$ cat src/rtl/div_unit_seq_pkg.sv
// Shared definitions for the sequential divider: op encoding, FSM states
// and small decode helpers used by the datapath.
package div_unit_seq_pkg;

    localparam logic [1:0] OP_DIV  = 2'b00;
    localparam logic [1:0] OP_DIVU = 2'b01;
    localparam logic [1:0] OP_REM  = 2'b10;
    localparam logic [1:0] OP_REMU = 2'b11;

    typedef enum logic [1:0] {
        IDLE = 2'b00,
        CALC = 2'b01,
        FIX  = 2'b10
    } state_t;

    // Signed variants are the ones with op[0] clear (DIV, REM).
    function automatic logic op_is_signed(input logic [1:0] op);
        return ~op[0];
    endfunction

    // Remainder variants are the ones with op[1] set (REM, REMU).
    function automatic logic op_is_rem(input logic [1:0] op);
        return op[1];
    endfunction

endpackage

$ cat src/rtl/div_unit_seq_if.sv
// Request/response bundle of the sequential divider.
interface div_unit_seq_if #(
    parameter int WIDTH = 32
);
    logic             start;
    logic [1:0]       op;
    logic [WIDTH-1:0] a;
    logic [WIDTH-1:0] b;
    logic             busy;
    logic             done;
    logic [WIDTH-1:0] result;
    logic             div_by_zero;

    modport master (
        output start, op, a, b,
        input  busy, done, result, div_by_zero
    );

    modport slave (
        input  start, op, a, b,
        output busy, done, result, div_by_zero
    );
endinterface

$ cat src/rtl/div_step.sv
// One restoring shift-compare-subtract iteration of unsigned long division.
// The partial remainder carries one spare bit so the shifted value never
// overflows; the subtraction is done one bit wider again so its top bit is
// a clean borrow flag.
module div_step #(
    parameter int WIDTH = 32
) (
    input  logic [WIDTH:0]   rem,
    input  logic [WIDTH-1:0] divisor,
    input  logic             bit_in,
    output logic [WIDTH:0]   rem_next,
    output logic             q_bit
);
    logic [WIDTH+1:0] shifted;
    logic [WIDTH+1:0] diff;

    assign shifted  = {rem, bit_in};
    assign diff     = shifted - {2'b00, divisor};
    // No borrow means the divisor fits: keep the difference, emit a 1.
    assign q_bit    = ~diff[WIDTH+1];
    assign rem_next = q_bit ? diff[WIDTH:0] : shifted[WIDTH:0];
endmodule

$ cat src/rtl/div_unit_seq.sv
// Sequential radix-2 restoring divider. Signed operations are reduced to
// unsigned magnitudes at start and sign-corrected in the FIX state, so the
// iterating core only ever sees unsigned values.
module div_unit_seq
    import div_unit_seq_pkg::*;
#(
    parameter int WIDTH = 32
) (
    input logic          clk,
    input logic          reset,
    div_unit_seq_if.slave bus
);
    localparam int             CNT_W    = $clog2(WIDTH + 1);
    localparam logic [CNT_W-1:0] CNT_LAST = CNT_W'(WIDTH - 1);

    state_t           state;
    logic [CNT_W-1:0] cnt;

    // Operand/working registers: quo starts as the dividend magnitude and
    // fills with quotient bits from the right as dividend bits leave the top.
    logic [WIDTH-1:0] quo;
    logic [WIDTH-1:0] dvsr;
    logic [WIDTH-1:0] a_raw;
    logic [WIDTH:0]   rem;
    logic             is_rem;
    logic             neg_q;
    logic             neg_r;
    logic             zero_div;

    logic             accept;
    logic             b_zero;
    logic             sign_a;
    logic             sign_b;
    logic [WIDTH:0]   step_rem;
    logic             step_q;
    logic [WIDTH-1:0] q_fix;
    logic [WIDTH-1:0] r_fix;
    logic [WIDTH-1:0] fix_result;

    // Two's-complement negate when neg is set; used both to take operand
    // magnitudes and to restore result signs. The most negative value maps
    // onto itself, which yields the required overflow quotient for free.
    function automatic logic [WIDTH-1:0] apply_sign(input logic [WIDTH-1:0] v,
                                                    input logic             neg);
        return neg ? ('0 - v) : v;
    endfunction

    assign accept = (state == IDLE) && bus.start;
    assign b_zero = (bus.b == '0);
    assign sign_a = op_is_signed(bus.op) & bus.a[WIDTH-1];
    assign sign_b = op_is_signed(bus.op) & bus.b[WIDTH-1];

    div_step #(.WIDTH(WIDTH)) u_step (
        .rem      (rem),
        .divisor  (dvsr),
        .bit_in   (quo[WIDTH-1]),
        .rem_next (step_rem),
        .q_bit    (step_q)
    );

    // Divide-by-zero bypasses the sign fix: all-ones quotient, raw dividend
    // as remainder.
    assign q_fix      = zero_div ? '1    : apply_sign(quo, neg_q);
    assign r_fix      = zero_div ? a_raw : apply_sign(rem[WIDTH-1:0], neg_r);
    assign fix_result = is_rem ? r_fix : q_fix;

    // Datapath: latch operands on acceptance, then one iteration per CALC edge.
    always_ff @(posedge clk) begin
        if (accept) begin
            quo      <= apply_sign(bus.a, sign_a);
            dvsr     <= apply_sign(bus.b, sign_b);
            rem      <= '0;
            a_raw    <= bus.a;
            is_rem   <= op_is_rem(bus.op);
            neg_q    <= sign_a ^ sign_b;
            neg_r    <= sign_a;
            zero_div <= b_zero;
        end else if (state == CALC) begin
            quo <= {quo[WIDTH-2:0], step_q};
            rem <= step_rem;
        end
    end

    // Control FSM with registered busy/done/result/div_by_zero.
    always_ff @(posedge clk or negedge reset) begin
        if (!reset) begin
            state           <= IDLE;
            cnt             <= '0;
            bus.busy        <= 1'b0;
            bus.done        <= 1'b0;
            bus.result      <= '0;
            bus.div_by_zero <= 1'b0;
        end else begin
            bus.done <= 1'b0;
            case (state)
                IDLE: begin
                    if (bus.start) begin
                        cnt      <= '0;
                        bus.busy <= 1'b1;
                        state    <= b_zero ? FIX : CALC;
                    end
                end
                CALC: begin
                    cnt <= cnt + CNT_W'(1);
                    if (cnt == CNT_LAST) begin
                        state <= FIX;
                    end
                end
                FIX: begin
                    state           <= IDLE;
                    bus.busy        <= 1'b0;
                    bus.done        <= 1'b1;
                    bus.result      <= fix_result;
                    bus.div_by_zero <= zero_div;
                end
                default: begin
                    state <= IDLE;
                end
            endcase
        end
    end
endmodule

$ cat src/flat_wrapper.sv
// flat-port wrapper written by rule: the top's interface ports become plain ports
module div_unit_seq_flat import div_unit_seq_pkg::*;
#(
    parameter int WIDTH = 32
)
  (clk, reset, bus_start, bus_op, bus_a, bus_b, bus_busy, bus_done, bus_result, bus_div_by_zero);
  div_unit_seq_if #(.WIDTH(WIDTH)) bus_i ();
  input logic clk;
  input logic reset;
  input wire logic [$bits(bus_i.start)-1:0] bus_start;
  input wire logic [$bits(bus_i.op)-1:0] bus_op;
  input wire logic [$bits(bus_i.a)-1:0] bus_a;
  input wire logic [$bits(bus_i.b)-1:0] bus_b;
  output wire logic [$bits(bus_i.busy)-1:0] bus_busy;
  output wire logic [$bits(bus_i.done)-1:0] bus_done;
  output wire logic [$bits(bus_i.result)-1:0] bus_result;
  output wire logic [$bits(bus_i.div_by_zero)-1:0] bus_div_by_zero;
  assign bus_i.start = bus_start;
  assign bus_i.op = bus_op;
  assign bus_i.a = bus_a;
  assign bus_i.b = bus_b;
  assign bus_busy = bus_i.busy;
  assign bus_done = bus_i.done;
  assign bus_result = bus_i.result;
  assign bus_div_by_zero = bus_i.div_by_zero;
  div_unit_seq #(.WIDTH(WIDTH)) u_core (.clk(clk), .reset(reset), .bus(bus_i));
endmodule
$ cat config.mk
export PLATFORM = sky130hd
export DESIGN_NAME = div_unit_seq_flat
export DESIGN_NICKNAME = d
export VERILOG_FILES = /design/src/rtl/div_unit_seq_pkg.sv /design/src/rtl/div_unit_seq_if.sv /design/src/rtl/div_step.sv /design/src/rtl/div_unit_seq.sv /design/src/flat_wrapper.sv
export SDC_FILE = /design/constraint.sdc
export NUM_CORES = 1
export LEC_CHECK = 0
export BUFFER_PORTS_ARGS = -buffer_cell sky130_fd_sc_hd__buf_2
export CAP_MARGIN = 20
export CORE_ASPECT_RATIO = 0.8
export CORE_UTILIZATION = 32
export CTS_CLUSTER_DIAMETER = 40
export DETAILED_ROUTE_END_ITERATION = 6
export PLACE_DENSITY = 0.46
export SLEW_MARGIN = 15
export SYNTH_ARGS = -nofsm -noshare
export SYNTH_HDL_FRONTEND = slang
export SYNTH_SLANG_ARGS = --single-unit
$ cat constraint.sdc
create_clock -name clk -period 6.2 [get_ports clk]
set_input_delay 1.24 -clock clk [delete_from_list [all_inputs] [get_ports clk]]
set_output_delay 1.24 -clock clk [all_outputs]
set_load 0.02 [all_outputs]
==> results of run 1 <==
## worst max-delay path, delay by kind of cell (launching register included)
family,cells,cell delay (ps)
adder cells (fa/ha/maj),1,210
multiplexers,1,210
buffers and inverters,2,390
AND/OR/NAND/NOR,1,140
AO/OA/AOI/OAI,7,2400
flip-flops,1,420
## layout by cell type, fill, tap and decap left out, drive strengths merged, types with 12 or more instances in the layout
cell / count
nor3: 17
edfxtp: 100
nor2: 72
nor4: 15
o22ai: 17
inv: 64
dfrtp: 43
o31ai: 29
a31oi: 12
dfxtp: 33
xnor2: 90
a21oi: 62
mux2i: 31
o41ai: 16
ha: 37
or4: 14
nand2: 159
clkbuf: 18
xor2: 57
nand2b: 16
a21o: 17
buf: 119
o221ai: 12
o21ai: 140
## final timing paths
path | from | endpoint | slack [ps] | depth (start not counted)
hold reg to reg | u_core.bus.busy | u_core.bus.busy | 470 | 2
min in group asynchronous | reset | u_core.bus.result[26] | 890 | 2
hold / removal | u_core.bus.busy | u_core.bus.busy | 470 | 2
max in group asynchronous | reset | u_core.bus.result[1] | 4870 | 2
setup / recovery | u_core.dvsr[1] | u_core.rem[6] | 2310 | 12
setup reg to reg | u_core.dvsr[1] | u_core.rem[6] | 2310 | 12
## per-layer routing
layer | share of wire, % | vias to the layer above | global-route usage (%) | wire, µm
met1 | 52 | 4298 | 26.6 | 16400
li1 | - | 4539 | - | -
met4 | 0.83 | 2 | 3.72 | 263
met5 | 0.035 | - | 0 | 11
met2 | 43 | 158 | 27.5 | 13700
met3 | 3.8 | 19 | 3.33 | 1200
## synth_stat cells (all sizes together) (6+ instances only)
library cell / n / share of area (%)
a21o: 17 / 1.1
xor2: 57 / 4.5
o21bai: 6 / 0.40
xnor2: 90 / 7.0
clkbuf: 43 / 1.4
dfxtp: 33 / 5.9
a31oi: 12 / 0.73
o31ai: 29 / 2.0
inv: 57 / 1.9
nor3: 17 / 0.76
nand2: 159 / 5.3
nand4: 6 / 0.34
mux2i: 31 / 2.8
o21ai: 140 / 6.3
o22ai: 17 / 0.95
buf: 12 / 0.59
nand3: 10 / 0.45
nor2: 72 / 2.4
or3: 11 / 0.70
nand2b: 16 / 0.96
o41ai: 16 / 1.5
a21oi: 62 / 2.8
or4: 14 / 1.0
o221ai: 12 / 0.94
ha: 37 / 4.1
dfrtp: 43 / 9.6
nor4: 15 / 1.0
edfxtp: 100 / 27
## flip-flops by register name, summed over array words and instances, names as in the netlist, 2 cells and up
signal,cells
u_core.quo,32
u_core.bus.result,32
u_core.a_raw,32
u_core.rem,33
u_core.dvsr,32
u_core.cnt,6
u_core.state,2
## power by group
part	total (W)	leakage, nW	internal [W]	switching [W]
clock	0.00105	0.256	0.000527	0.000527
combinational	0.00302	3.14	0.00121	0.00181
sequential	0.00223	1.75	0.00177	0.000461
## through the flow
stage | power, W | util, % | std cells
floorplan | 0.00438 | - | 1208
CTS | 0.00637 | 37.5 | 1769
detailed placement | 0.00529 | 35.9 | 1737
global route | 0.00681 | 37.5 | 1769
global placement | 0.00528 | 35.9 | 1737
finish | 0.00630 | 37.5 | 1769
## final cells by class
| class | count | area share (%) |
|---|---|---|
| Timing Repair Buffer | 119 | 4.99 |
| Sequential cell | 176 | 37.2 |
| Multi-Input combinational cell | 919 | 47.2 |
| Inverter | 58 | 1.72 |
| Tap cell | 465 | 4.56 |
| Clock buffer | 18 | 3.37 |
| Clock inverter | 14 | 0.972 |
## cells by family after synthesis
kind of cell	count (synthesis)	synth area share [%]
xor+xnor	147	11.5
simple gates	345	14.6
compound gates	357	20.4
mux	32	2.87
fa+ha+maj	38	4.32
buf+inv	113	3.98
flops	176	42.4
==> summary.md, run 1 <==
| Metric | Value |
|---|---|
| CP Launch Type | register |
| Clock latency on the worst-skew pair | 460 ps |
| Die Height | 169 µm |
| Hold buffer count at CTS | 0 |
| Slowest stage cell, crit path | a31oi_4 |
| Post-synth EDFFs | 100 |
| Worst min-delay path category | register to register |
| Syn_nets | 1,315 |
| Hold Fails Final Rpt | 0 |
| Vias in the first global route | 8,681 |
| Clock transition at the registers of the reported paths | 70 ps |
| Status | completed |
| Drt drc | 0 |
| Dpl cell area | 12,200 µm² |
| Setup bufs post-CTS | 0 |
| Core Rows | 60 |
| Area taken by multi-input logic gates | 6020 µm² |
| Antenna violations before repair | 1 |
| Final setup violation count | 0 |
| Die W | 211 µm |
| GP Congestion | 0.832 |
| Post-route ant nets | 0 |
| Max cap viols | 0 |
| DP HPWL | 23,700 µm |
| Final Max Slew Viols | 0 |
| Mapped cell area | 11,200 µm² |
| Die ar. | 35,700 µm² |
| Critical path's largest stage delay | 680 ps |
| I/O pins | 104 |
| Ant. Diodes | 0 |
| Worst-Margin Slew | 1070 ps |
| Setup WS post-layout | 2310 ps |
| Tightest hold margin | 473 ps |
| Via count | 9,016 |
| Gr usage total | 18.1% |
| Warnings, synthesis | 0 |
| WL final | 31,600 µm |
| Main flop type after synthesis | edfxtp_1 |
| Setup TNS Final | 0 ps |
| Max VDD drop | 211 µV |
| Synthesized area per cell | 9.26 µm² |
| Deepest clock path buffer count | 2 |
| Global route overflow | 0 |
| Clk root buf | clkbuf_16 |
| CP max FO | 18 |
| CTS tree | done |
| Filler Cells Inserted | 3,462 |
| Worst slack, placed | 2060 ps |
| Layout cells sized above 1 | 13.7% |
| Largest net degree at the start of global routing | 65 |
| Core Footprint | 34,000 µm² |
| Starting Density | 32.9% |
| Tmin final | 3890 ps |
| PortBufs | 103 |
| FFs w/ async S/R, synth | 24.4% |
| Routed len/inst | 17.9 µm |
| Crit. End Element | register |
| CTS buffer count | 17 |
| Register area share after synthesis | 42.4% |
| Fmax | 257 MHz |
| Resized cells post-CTS | 0 |
| Data required, critical path | 6530 ps |
| Final Cycle Share | 62.8% |
| Area Growth Syn to Fin | 14.0% |
| CTS HTree Levels | 4 |
| Via/cell ratio | 5.10 |
| Mapped Cells | 1,208 |
| Synthesis-stage register bit count | 176 |
| Post-route cell area | 12,700 µm² |
| First-pass GRT wire length | 49,700 µm |
| Area taken by flip-flops and latches | 4740 µm² |
| Crit path DAT | 4230 ps |
| PD cells | 494 nW/µm² |
| Iter 0 DRT Violations | 552 |
| Yosys cell types | 72 |
| Kind of critical path | register to register |
| TritonRoute pass-1 iters | 5 |
| Rel. slew slack | 29.0% |
| Cells along the critical path | inv_1 -> ha_1 -> nor2b_1 -> o31a_1 -> o31ai_2 -> o311ai_2 -> o2111ai_1 -> a21oi_1 -> a31oi_4 -> buf_4 -> mux2i_1 -> o22ai_1 |
| LEAKAGE | 5.14 nW |
| Clock sink count | 176 |
| Fin nets | 1,398 |
| Clock skew | 12.5 ps |
| RSZ-0062 raised after global routing | no |
(Power assumes the default switching activity.)
==> run 2: changes to the inputs <==
ABC_AREA = 1   (was not set)
clock period = 3.9 ns   (was 6.2 ns; I/O delays follow)
==> run 2 against run 1 <==
Critical path depth decreased by 2. Sequential cell count unchanged. Critical endpoint is now u_core.quo[0]. Highest routed layer is now met4. Sequential power increased by 62%.
==> summary.md, run 2 <==
| Metric | Value |
|---|---|
| Max cap viols | 0 (unchanged) |
| Compound-Gate Fraction of Synth Area | 9.51% (was 20.4%) |
| Hold Fails Final Rpt | 0 (unchanged) |
| Area taken by flip-flops and latches | 4740 µm² (unchanged) |
| Max VDD drop | 516 µV (was 211 µV) |
| Top cells by area, synth | edfxtp_1, nand2_1, inv_1 (was edfxtp_1, dfrtp_1, xnor2_1) |
| Area Growth Syn to Fin | 12.4% (was 14.0%) |
| Worst R2R Setup Slack | 1240 ps (was 2310 ps) |
| Largest Register | u_core.rem (unchanged) |
| Resized cells post-CTS | 0 (unchanged) |
| Die W | 231 µm (was 211 µm) |
| Kind of critical path | register to register (unchanged) |
| Vias in the first global route | 12,000 (was 8,681) |
| CP Launch Type | register (unchanged) |
| Tightest hold margin | 311 ps (was 473 ps) |
| Warnings, synthesis | 0 (unchanged) |
| Dpl cell area | 14,600 µm² (was 12,200 µm²) |
| Synth Area in Simple Gates | 36.6% (was 14.6%) |
| First-pass GRT wire length | 69,400 µm (was 49,700 µm) |
| Yosys cell types | 46 (was 72) |
| Deepest clock path buffer count | 2 (unchanged) |
| Fmax | 375 MHz (was 257 MHz) |
| Post-synth EDFFs | 100 (unchanged) |
| Largest family of logic cells by synthesized area | simple AND/OR/NAND/NOR gates (was compound AO/OA/AOI/OAI gates) |
| Syn_nets | 2,150 (was 1,315) |
| Final setup violation count | 0 (unchanged) |
| Iter 0 DRT Violations | 1,204 (was 552) |
| Global route overflow | 0 (unchanged) |
| DP HPWL | 37,000 µm (was 23,700 µm) |
| Drt drc | 0 (unchanged) |
| PD cells | 798 nW/µm² (was 494 nW/µm²) |
| Mapped Cells | 2,043 (was 1,208) |
| Clock sink count | 176 (unchanged) |
| Setup bufs post-CTS | 0 (unchanged) |
| Layout cells sized above 1 | 9.20% (was 13.7%) |
| Starting Density | 32.8% (was 32.9%) |
| Placed cells | 2,653 (was 1,737) |
| Via count | 13,300 (was 9,016) |
| Clk root buf | clkbuf_16 (unchanged) |
| Post-synthesis xor/xnor area fraction | 4.49% (was 11.5%) |
| Non-Filler Instances | 2,685 (was 1,769) |
| Ant. Diodes | 0 (unchanged) |
| Crit. End Element | register (unchanged) |
| Max reg flops | 33 (unchanged) |
| Layout Utilization | 36.9% (was 37.5%) |
| PortBufs | 103 (unchanged) |
| Data required, critical path | 4110 ps (was 6530 ps) |
| Share of the synthesized area in the top cell type | 22.3% (was 26.8%) |
| Antenna violations before repair | 1 (unchanged) |
| WL final | 45,900 µm (was 31,600 µm) |
| CTS buffer count | 17 (unchanged) |
| Clock latency on the worst-skew pair | 460 ps (about the same) |
| Top-count cell post-synth | nand2_1 (unchanged) |
| Status | completed (unchanged) |
| Die Height | 185 µm (was 169 µm) |
| CTS HTree Levels | 4 (unchanged) |
| Final Max Slew Viols | 0 (unchanged) |
| Clock skew | 14.9 ps (was 12.5 ps) |
| Post-Synth Adder-Cell Area | 3.59% (was 4.32%) |
| CTS tree | done (unchanged) |
| Via/cell ratio | 4.94 (was 5.10) |
| GP Congestion | 0.916 (was 0.832) |
| Synth area leader | edfxtp_1 (unchanged) |
| FFs w/ async S/R, synth | 24.4% (unchanged) |
| Setup TNS Final | 0 ps (unchanged) |
| I/O pins | 104 (unchanged) |
| Main flop type after synthesis | edfxtp_1 (unchanged) |
| Area taken by multi-input logic gates | 7310 µm² (was 6020 µm²) |
| Hold buffer count at CTS | 0 (unchanged) |
| Final Cycle Share | 68.3% (was 62.8%) |
| Routed len/inst | 17.1 µm (was 17.9 µm) |
| CP max FO | 13 (was 18) |
| Clock transition at the registers of the reported paths | 70 ps (about the same) |
| RSZ-0062 raised after global routing | no (unchanged) |
| Largest net degree at the start of global routing | 56 (was 65) |
| TritonRoute pass-1 iters | 5 (unchanged) |
| Mapped cell area | 13,500 µm² (was 11,200 µm²) |
| Fin nets | 2,235 (was 1,398) |
| Worst min-delay path category | input pin to asynchronous set/reset pin (was register to register) |
| Tmin final | 2660 ps (was 3890 ps) |
| Post-synthesis mux area share | 0% (was 2.87%) |
| Core Footprint | 41,000 µm² (was 34,000 µm²) |
| Commonest non-fill, non-tap cell in the layout | nand2_1 (unchanged) |
| Register area share after synthesis | 35.2% (was 42.4%) |
| LEAKAGE | 7.41 nW (was 5.14 nW) |
| Die ar. | 42,900 µm² (was 35,700 µm²) |
| Synthesized area per cell | 6.59 µm² (was 9.26 µm²) |
| Rel. slew slack | 44.3% (was 29.0%) |
| Most frequent cells in the layout | nand2_1, inv_1, nor2_1, nand3_1, o21ai_0 (was nand2_1, o21ai_0, buf_2, edfxtp_1, xnor2_1) |
| Worst-Margin Slew | 829 ps (was 1070 ps) |
| Filler Cells Inserted | 4,506 (was 3,462) |
| Synthesis-stage register bit count | 176 (unchanged) |
| Post-route cell area | 15,100 µm² (was 12,700 µm²) |
| Synth top cells by count | nand2_1, inv_1, nor2_1 (was nand2_1, o21ai_0, edfxtp_1) |
| Core Rows | 66 (was 60) |
| Crit path DAT | 2870 ps (was 4230 ps) |
| Post-route ant nets | 0 (unchanged) |
| Gr usage total | 21.5% (was 18.1%) |
-- run 2: cell count changes after synthesis, sizes merged, moves of 21 or more --
cell   delta
nand2   +452
nor2    +175
xnor2    -71
mux2i    -31
inv     +253
o21ai    -21
a21oi    +21
nand4    +34
o31ai    -24
nand3   +196
-- run 2: kinds of logic (layout without fill, tap and decap cells) --
logic type | count (synthesis) | count (layout)
DFF | 176 | 176
and+or+nand+nor | 1157 | 1157
xor gates and xnor gates | 69 | 69
buffers and inverters | 368 | 466
AOI/OAI and AO/OA | 235 | 235
adders and majority gates | 38 | 38
-- run 2: power breakdown --
part | leakage [nW] | switching [W] | total (W) | internal (W)
Clock | 0.276 | 0.000815 | 0.00173 | 0.000913
Combinational | 5.40 | 0.00463 | 0.00675 | 0.00212
Sequential | 1.73 | 0.000747 | 0.00361 | 0.00286
Total | 7.41 | 0.00619 | 0.0121 | 0.00589
-- run 2: critical path, cell delays in order (launching register included) --
cell and delay, ps:
edfxtp_1 370, inv_1 230, ha_1 340, a21oi_1 210
o21ai_0 110, nor2_1 120, nand2_1 130, nor2_4 190
nand3_2 310, nand2_4 320, o21ai_1 80
-- run 2: final cells by class --
type                    instances  area share (%)
inverters                     313            7.76
flip-flops and latches        176            31.3
repair buffers                121            4.38
multi-input cells            1499            48.3
well taps                     544            4.50
clock inverters                12           0.810
clock buffers                  20            2.95
-- run 2: path summary, 6_finish.rpt --
check	startpoint	to	cells after the start
max	u_core.dvsr[30]	u_core.quo[0]	10
min	reset	u_core.cnt[5]	1
max reg2reg	u_core.dvsr[30]	u_core.quo[0]	10
min reg2reg	u_core.bus.result[28]	u_core.bus.result[28]	2
max in group asynchronous	reset	u_core.bus.div_by_zero	2
min in group clk	u_core.bus.result[28]	u_core.bus.result[28]	2
-- run 2: through the flow --
stage	power [W]	setup slack (ps)
6_report	0.0121	1240
5_1_grt	0.0132	1070
4_1_cts	0.0121	1270
3_5_place_dp	0.0104	989
3_3_place_gp	0.0103	1020
2_1_floorplan	0.00830	296
-- run 2: routing by layer --
layer	track usage [%]	vias to the layer above	wire [µm]
li1	-	6743	-
met1	33.0	6171	24100
met2	30.8	338	18500
met3	4.00	24	2870
met4	4.00	0	393
met5	0	-	0
